==> src/rtl/cl_ocl_mmio_pkg.sv <==
// Shared types and constants for the OCL MMIO bridge.
// The optional WAIT timeout is enabled with OCL_MMIO_BRIDGE_TIMEOUT_EN.
package cl_ocl_mmio_pkg;

    typedef enum logic [1:0] {
        IDLE = 2'd0,
        REQ  = 2'd1,
        WAIT = 2'd2,
        RESP = 2'd3
    } state_t;

    localparam logic [1:0]  RESP_OKAY     = 2'b00;
    localparam logic [1:0]  RESP_SLVERR   = 2'b10;
    localparam logic [31:0] TIMEOUT_RDATA = 32'hDEAD_0BAD;

    // Map the register-bus error flag onto an AXI response code.
    function automatic logic [1:0] resp_of(input logic err);
        return err ? RESP_SLVERR : RESP_OKAY;
    endfunction

endpackage

==> src/rtl/cl_ocl_mmio_hold.sv <==
// One-entry valid/ready holding register for a single AXI-L channel.
// Ready is registered and is simply the complement of "entry occupied";
// the entry is released only when the owning transaction is issued.
module cl_ocl_mmio_hold #(
    parameter int WIDTH = 32
) (
    input  logic             clk,
    input  logic             rst_n,
    input  logic             i_en,
    input  logic             i_valid,
    output logic             o_ready,
    input  logic [WIDTH-1:0] i_data,
    input  logic             i_clr,
    output logic             o_held,
    output logic [WIDTH-1:0] o_data
);

    logic             w_accept;
    logic             w_held_nxt;
    logic             r_held;
    logic             r_ready;
    logic [WIDTH-1:0] r_data;

    // Handshake and next occupancy of the entry.
    always_comb begin
        w_accept   = i_valid & r_ready;
        w_held_nxt = (r_held & ~i_clr) | w_accept;
    end

    // Occupancy, registered ready and captured payload.
    always_ff @(posedge clk or negedge rst_n) begin
        if (!rst_n) begin
            r_held  <= 1'b0;
            r_ready <= 1'b0;
            r_data  <= {WIDTH{1'b0}};
        end else begin
            r_held  <= w_held_nxt;
            r_ready <= i_en & ~w_held_nxt;
            if (w_accept) begin
                r_data <= i_data;
            end
        end
    end

    assign o_ready = r_ready;
    assign o_held  = r_held;
    assign o_data  = r_data;

endmodule

==> src/rtl/cl_ocl_mmio_bridge.sv <==
// AXI-Lite slave on the OCL channel, converting each AXI-L access into a
// single request on the CL register req/rsp bus, one transaction in flight.
// Define OCL_MMIO_BRIDGE_TIMEOUT_EN to force SLVERR after TIMEOUT_CYC
// cycles without a register response and to expose the sticky to_seen flag.
module cl_ocl_mmio_bridge
    import cl_ocl_mmio_pkg::*;
#(
    parameter int ADDR_W      = 32,
    parameter int DATA_W      = 32,
    parameter int TIMEOUT_CYC = 256
) (
    input  logic                clk_main_a0,
    input  logic                rst_main_n,
    input  logic                s_awvalid,
    output logic                s_awready,
    input  logic [ADDR_W-1:0]   s_awaddr,
    input  logic                s_wvalid,
    output logic                s_wready,
    input  logic [DATA_W-1:0]   s_wdata,
    input  logic [DATA_W/8-1:0] s_wstrb,
    output logic                s_bvalid,
    input  logic                s_bready,
    output logic [1:0]          s_bresp,
    input  logic                s_arvalid,
    output logic                s_arready,
    input  logic [ADDR_W-1:0]   s_araddr,
    output logic                s_rvalid,
    input  logic                s_rready,
    output logic [DATA_W-1:0]   s_rdata,
    output logic [1:0]          s_rresp,
    output logic                req_valid,
    input  logic                req_ready,
    output logic                req_wr,
    output logic [ADDR_W-1:0]   req_addr,
    output logic [DATA_W-1:0]   req_wdata,
    output logic [DATA_W/8-1:0] req_wstrb,
    input  logic                rsp_valid,
    input  logic [DATA_W-1:0]   rsp_rdata,
    input  logic                rsp_err
`ifdef OCL_MMIO_BRIDGE_TIMEOUT_EN
    , output logic              to_seen
`endif
);

    localparam int STRB_W = DATA_W / 8;
    localparam int WH_W   = DATA_W + STRB_W;

    if ((TIMEOUT_CYC < 2) || (TIMEOUT_CYC > 65535)) begin : g_bad_timeout
        $error("TIMEOUT_CYC must be within 2..65535");
    end

    state_t              r_state;
    logic                r_en;
    logic                r_is_wr;
    logic                r_prio_rd;
    logic                r_req_valid;
    logic                r_req_wr;
    logic [ADDR_W-1:0]   r_req_addr;
    logic [DATA_W-1:0]   r_req_wdata;
    logic [STRB_W-1:0]   r_req_wstrb;
    logic                r_bvalid;
    logic [1:0]          r_bresp;
    logic                r_rvalid;
    logic [1:0]          r_rresp;
    logic [DATA_W-1:0]   r_rdata;
`ifdef OCL_MMIO_BRIDGE_TIMEOUT_EN
    logic [15:0]         r_to_cnt;
    logic                r_to_seen;
`endif

    logic                w_aw_held;
    logic                w_w_held;
    logic                w_ar_held;
    logic [ADDR_W-1:0]   w_aw_data;
    logic [WH_W-1:0]     w_w_data;
    logic [ADDR_W-1:0]   w_ar_data;
    logic                w_wr_pend;
    logic                w_rd_pend;
    logic                w_pick_rd;
    logic                w_issue;
    logic                w_clr_wr;
    logic                w_clr_rd;

    // Readies stay low for one cycle after reset release, then track the holds.
    always_ff @(posedge clk_main_a0 or negedge rst_main_n) begin
        if (!rst_main_n) begin
            r_en <= 1'b0;
        end else begin
            r_en <= 1'b1;
        end
    end

    cl_ocl_mmio_hold #(.WIDTH(ADDR_W)) u_aw_hold (
        .clk(clk_main_a0), .rst_n(rst_main_n), .i_en(r_en),
        .i_valid(s_awvalid), .o_ready(s_awready), .i_data(s_awaddr),
        .i_clr(w_clr_wr), .o_held(w_aw_held), .o_data(w_aw_data)
    );

    cl_ocl_mmio_hold #(.WIDTH(WH_W)) u_w_hold (
        .clk(clk_main_a0), .rst_n(rst_main_n), .i_en(r_en),
        .i_valid(s_wvalid), .o_ready(s_wready), .i_data({s_wstrb, s_wdata}),
        .i_clr(w_clr_wr), .o_held(w_w_held), .o_data(w_w_data)
    );

    cl_ocl_mmio_hold #(.WIDTH(ADDR_W)) u_ar_hold (
        .clk(clk_main_a0), .rst_n(rst_main_n), .i_en(r_en),
        .i_valid(s_arvalid), .o_ready(s_arready), .i_data(s_araddr),
        .i_clr(w_clr_rd), .o_held(w_ar_held), .o_data(w_ar_data)
    );

    // Pending detection, arbitration pick and hold release on request accept.
    always_comb begin
        w_wr_pend = w_aw_held & w_w_held;
        w_rd_pend = w_ar_held;
        w_issue   = w_wr_pend | w_rd_pend;
        if (w_wr_pend && w_rd_pend) begin
            w_pick_rd = r_prio_rd;
        end else begin
            w_pick_rd = w_rd_pend;
        end
        w_clr_wr = (r_state == REQ) & req_ready & r_is_wr;
        w_clr_rd = (r_state == REQ) & req_ready & ~r_is_wr;
    end

    // Transaction FSM with all bus-facing outputs registered.
    always_ff @(posedge clk_main_a0 or negedge rst_main_n) begin
        if (!rst_main_n) begin
            r_state     <= IDLE;
            r_is_wr     <= 1'b0;
            r_prio_rd   <= 1'b1;
            r_req_valid <= 1'b0;
            r_req_wr    <= 1'b0;
            r_req_addr  <= {ADDR_W{1'b0}};
            r_req_wdata <= {DATA_W{1'b0}};
            r_req_wstrb <= {STRB_W{1'b0}};
            r_bvalid    <= 1'b0;
            r_bresp     <= RESP_OKAY;
            r_rvalid    <= 1'b0;
            r_rresp     <= RESP_OKAY;
            r_rdata     <= {DATA_W{1'b0}};
`ifdef OCL_MMIO_BRIDGE_TIMEOUT_EN
            r_to_cnt    <= 16'd0;
            r_to_seen   <= 1'b0;
`endif
        end else begin
            case (r_state)
                IDLE: begin
                    if (w_issue) begin
                        if (w_wr_pend && w_rd_pend) begin
                            r_prio_rd <= ~w_pick_rd;
                        end
                        r_is_wr     <= ~w_pick_rd;
                        r_req_valid <= 1'b1;
                        r_req_wr    <= ~w_pick_rd;
                        r_req_addr  <= w_pick_rd ? w_ar_data : w_aw_data;
                        r_req_wdata <= w_pick_rd ? {DATA_W{1'b0}} : w_w_data[DATA_W-1:0];
                        r_req_wstrb <= w_pick_rd ? {STRB_W{1'b0}} : w_w_data[WH_W-1:DATA_W];
                        r_state     <= REQ;
                    end
                end
                REQ: begin
                    if (req_ready) begin
                        r_req_valid <= 1'b0;
                        r_req_wr    <= 1'b0;
                        r_req_addr  <= {ADDR_W{1'b0}};
                        r_req_wdata <= {DATA_W{1'b0}};
                        r_req_wstrb <= {STRB_W{1'b0}};
`ifdef OCL_MMIO_BRIDGE_TIMEOUT_EN
                        r_to_cnt    <= 16'd0;
`endif
                        r_state     <= WAIT;
                    end
                end
                WAIT: begin
                    if (rsp_valid) begin
                        if (r_is_wr) begin
                            r_bvalid <= 1'b1;
                            r_bresp  <= resp_of(rsp_err);
                        end else begin
                            r_rvalid <= 1'b1;
                            r_rresp  <= resp_of(rsp_err);
                            r_rdata  <= rsp_rdata;
                        end
                        r_state <= RESP;
                    end
`ifdef OCL_MMIO_BRIDGE_TIMEOUT_EN
                    else if (r_to_cnt == 16'(TIMEOUT_CYC - 1)) begin
                        if (r_is_wr) begin
                            r_bvalid <= 1'b1;
                            r_bresp  <= RESP_SLVERR;
                        end else begin
                            r_rvalid <= 1'b1;
                            r_rresp  <= RESP_SLVERR;
                            r_rdata  <= DATA_W'(TIMEOUT_RDATA);
                        end
                        r_to_seen <= 1'b1;
                        r_state   <= RESP;
                    end else begin
                        r_to_cnt <= r_to_cnt + 16'd1;
                    end
`endif
                end
                RESP: begin
                    if (r_is_wr && s_bready) begin
                        r_bvalid <= 1'b0;
                        r_state  <= IDLE;
                    end else if (!r_is_wr && s_rready) begin
                        r_rvalid <= 1'b0;
                        r_state  <= IDLE;
                    end
                end
                default: begin
                    r_state <= IDLE;
                end
            endcase
        end
    end

    assign s_bvalid  = r_bvalid;
    assign s_bresp   = r_bresp;
    assign s_rvalid  = r_rvalid;
    assign s_rresp   = r_rresp;
    assign s_rdata   = r_rdata;
    assign req_valid = r_req_valid;
    assign req_wr    = r_req_wr;
    assign req_addr  = r_req_addr;
    assign req_wdata = r_req_wdata;
    assign req_wstrb = r_req_wstrb;
`ifdef OCL_MMIO_BRIDGE_TIMEOUT_EN
    assign to_seen   = r_to_seen;
`endif

endmodule

==> config.mk <==
export PLATFORM = sky130hd
export DESIGN_NAME = cl_ocl_mmio_bridge
export DESIGN_NICKNAME = d
export VERILOG_FILES = /design/src/rtl/cl_ocl_mmio_pkg.sv /design/src/rtl/cl_ocl_mmio_hold.sv /design/src/rtl/cl_ocl_mmio_bridge.sv
export SDC_FILE = /design/constraint.sdc
export NUM_CORES = 1
export LEC_CHECK = 0
export CORE_AREA = 2 2 176 178
export CTS_CLUSTER_SIZE = 28
export DETAILED_ROUTE_END_ITERATION = 8
export DIE_AREA = 0 0 178 180
export SLEW_MARGIN = 5
export SYNTH_ARGS = -nofsm -noshare
export SYNTH_HDL_FRONTEND = slang
export SYNTH_SLANG_ARGS = --single-unit
==> constraint.sdc <==
create_clock -name clk_main_a0 -period 2.62 [get_ports clk_main_a0]
set_input_delay 0.262 -clock clk_main_a0 [delete_from_list [all_inputs] [get_ports clk_main_a0]]
set_output_delay 0.262 -clock clk_main_a0 [all_outputs]
set_load 0.01 [all_outputs]
==> summary.txt <==
Power
  • Clk pwr share: 0.246
  • Seq pwr share: 0.389
  • Sw frac: 0.3100
  • Sw power: 4.622 mW
  • Static Leakage: 5.208 nW
  • Pwr/cell area: 1223 nW/um2
  • Power share of the combinational group: 0.366
  • Worst IR Drop VDD: 518.7 uV
  • Design Power: 14.91 mW
  • Pint: 10.29 mW

GRT
  • Vias in the first global route: 5949
  • Congestion Overflow GR: 0
  • Largest net degree at the start of global routing: 85
  • Initial antenna violation count: 0
  • Total track usage: 0.1341
  • First-pass GRT wire length: 33980 um

Final layout
  • Finished Layout Cells: 1246
  • Antenna fix cells: 0
  • Fillcell total: 2884
  • Final nets: 979
  • Layout area overhead: 46.52%
  • Share of cells above drive strength 1: 0.2353
  • Post-route cell area: 12200 um2
  • Final core utilization: 0.4040

Clocking
  • Worst-path clk slew: 0.06 ns
  • TritonCTS Sinks: 217
  • Post_cts resized: 0
  • H-tree depth: 1
  • Max Buffers Root-to-Sink: 3
  • CTS root buf: clkbuf_16
  • Num CTS Buffers: 26
  • CTS tree: yes
  • Clk_lat worst skew: 0.52 ns

Synthesis
  • Post-synthesis sequential area ratio: 0.6525
  • Synth area leaders: dfrtp_1 65%, mux2_2 18%, a22o_1 3.8%
  • Ys async rst share: 1.000
  • Synthesized flop and latch total: 217
  • Ys Warns: 0
  • Post-synth EDFFs: 0
  • Avg Cell Area, Syn: 14.48 um2
  • Synth Cell Area: 8324 um2
  • Distinct cell type count after synthesis: 31
  • Post-synth top area share: 0.6493
  • Top post-synthesis cells by count: 216 x dfrtp_1, 134 x mux2_2, 46 x nand2_1
  • Leading area contributor after synthesis: dfrtp_1
  • Most frequent cell after synthesis: dfrtp_1
  • Syn Inst Count: 575
  • Most common flop cell mapped by yosys: dfrtp_1

Floorplan
  • Core Region: 30190 um2
  • Chip Height: 180 um
  • Initial core utilization: 0.2757
  • Die area: 32040 um2
  • IO Pins: 253
  • Site Rows: 64
  • Die width: 178 um

Placed design
  • Gpl congestion: 0.6875
  • Post-DP HPWL: 14170 um
  • Pre-CTS setup slack: 0.7203 ns
  • IO Port Bufs: 250
  • Dpl cells: 1200
  • Post-DP Area: 11300 um2

STA
  • Final Max Slew Viols: 0
  • Final worst slack: 0.7063 ns
  • Slew headroom: 0.4542
  • Fmax: 522.6 MHz
  • Hold slack: 0.3524 ns
  • Total negative slack: 0 ns
  • RSZ-0062 raised after global routing: no
  • Minimum clock period: 1.914 ns
  • Worst Skew: 0.01071 ns
  • Final setup vio count: 0
  • Worst slew pin tran: 0.8187 ns
  • Final Cycle Share: 0.7304
  • Final Hold Fails: 0

Worst setup path
  • Reg-to-reg slack, setup: 0.71 ns
  • Critical Path AT: 2.32 ns
  • Crit. End Element: register
  • Worst path required time: 3.02 ns
  • CP Launch Type: register
  • Crit Path Class: register to register
  • Worst-path fanout max: 41

Detailed routing
  • Detailed Route WL: 21410 um
  • 1st-iter DRT viols: 222
  • Vias/cell: 4.481
  • Routed length per instance: 17.18 um
  • DRC viols: 0
  • Routed vias: 5583
  • Drt pass-1 iters: 4
  • ANT nets after route: 0

Worst hold path
  • HP Class: primary input to async pin

Outcome
  • Status: finished clean

Run
  • # Max-Cap Violations: 0
final timing paths:
check	start	end	depth (start not counted)
worst min-delay path	rst_main_n	req_wdata[16]$_DFFE_PN0P_	2
max in group asynchronous	rst_main_n	req_addr[28]$_DFFE_PN0P_	3
worst max register to register	r_state[1]$_DFFE_PN0P_	req_wdata[12]$_DFFE_PN0P_	6
min in group clk_main_a0	s_wstrb[3]	u_w_hold.o_data[35]$_DFFE_PN0P_	2
worst max-delay path	r_state[1]$_DFFE_PN0P_	req_wdata[12]$_DFFE_PN0P_	6
worst min register to register	req_wr$_DFFE_PN0P_	req_wr$_DFFE_PN0P_	1
cell families after synthesis:
family / Yosys count / synth area share
flops: 217 / 0.6525
mux: 136 / 0.1838
compound gates: 115 / 0.09725
simple gates: 61 / 0.03127
buf+inv: 39 / 0.02721
fa+ha+maj: 4 / 0.006013
other cells: 2 / 0.0009022
xor+xnor: 1 / 0.001052
cells in the final DEF (no fill, tap or decap), types with 2 or more instances in the layout:
master / count
clkdlybuf4s50_1: 249
dfrtp_1: 216
mux2_2: 134
nand2_1: 43
o21ai_0: 38
a22o_1: 36
a22oi_1: 32
clkbuf_16: 27
buf_4: 11
clkbuf_8: 8
ha_1: 4
clkbuf_1: 4
buf_12: 4
nand2_2: 3
and3_1: 3
nor2b_1: 3
conb_1: 3
inv_1: 2
nand3_1: 2
a21oi_1: 2
nor2_1: 2
a31oi_1: 2
bufinv_16: 2
clkinvlp_4: 2
per-layer routing:
metal  part of all wire  track usage  wire (um)
met1               0.44       0.1801       9329
met4              0.016      0.03115        346
met3              0.089      0.04103       1896
met5                  0            0          0
met2               0.46       0.2118       9834
area by class of cell:
cell class	count	area (um2)	share of cell area
clock buffer	39	800.8	0.06565
tap	396	495.5	0.04062
timing repair buffer	266	2680	0.2197
clock inverter	6	88.84	0.007284
inverter	2	7.507	0.0006155
sequential	217	5431	0.4453
multi-input combinational	320	2693	0.2208
power by group through the flow:
stage          Clock (mW)  Sequential, mW  Combinational [mW]
6_report             3.66            5.80                5.45
5_1_grt              3.93            6.01                5.99
4_1_cts              3.79            5.81                5.57
3_5_place_dp            0            5.86                5.56
3_3_place_gp            0            5.81                5.47
2_1_floorplan           0            6.01                2.79
worst max-delay path, stage by stage, from the launching register on:
cell	delay [ns]
dfrtp_1	0.39
inv_1	0.08
ha_1	0.24
nor2b_1	0.17
a211o_2	0.31
buf_4	0.28
a22o_1	0.30
sequential cells by signal (all words and copies together), names as in the netlist, 2 cells and up:
register,cells
req_wstrb,4
u_aw_hold.o_data,32
req_addr,32
req_wdata,32
u_w_hold.o_data,36
u_ar_hold.o_data,32
r_state,2
s_rdata,32
what timing repair did:
item,4_1_cts,5_1_grt
buffers inserted,0,0
hold buffers,1,0
endpoints found under the hold margin,78,0
No activity file was read; power rests on OpenSTA's default activity.
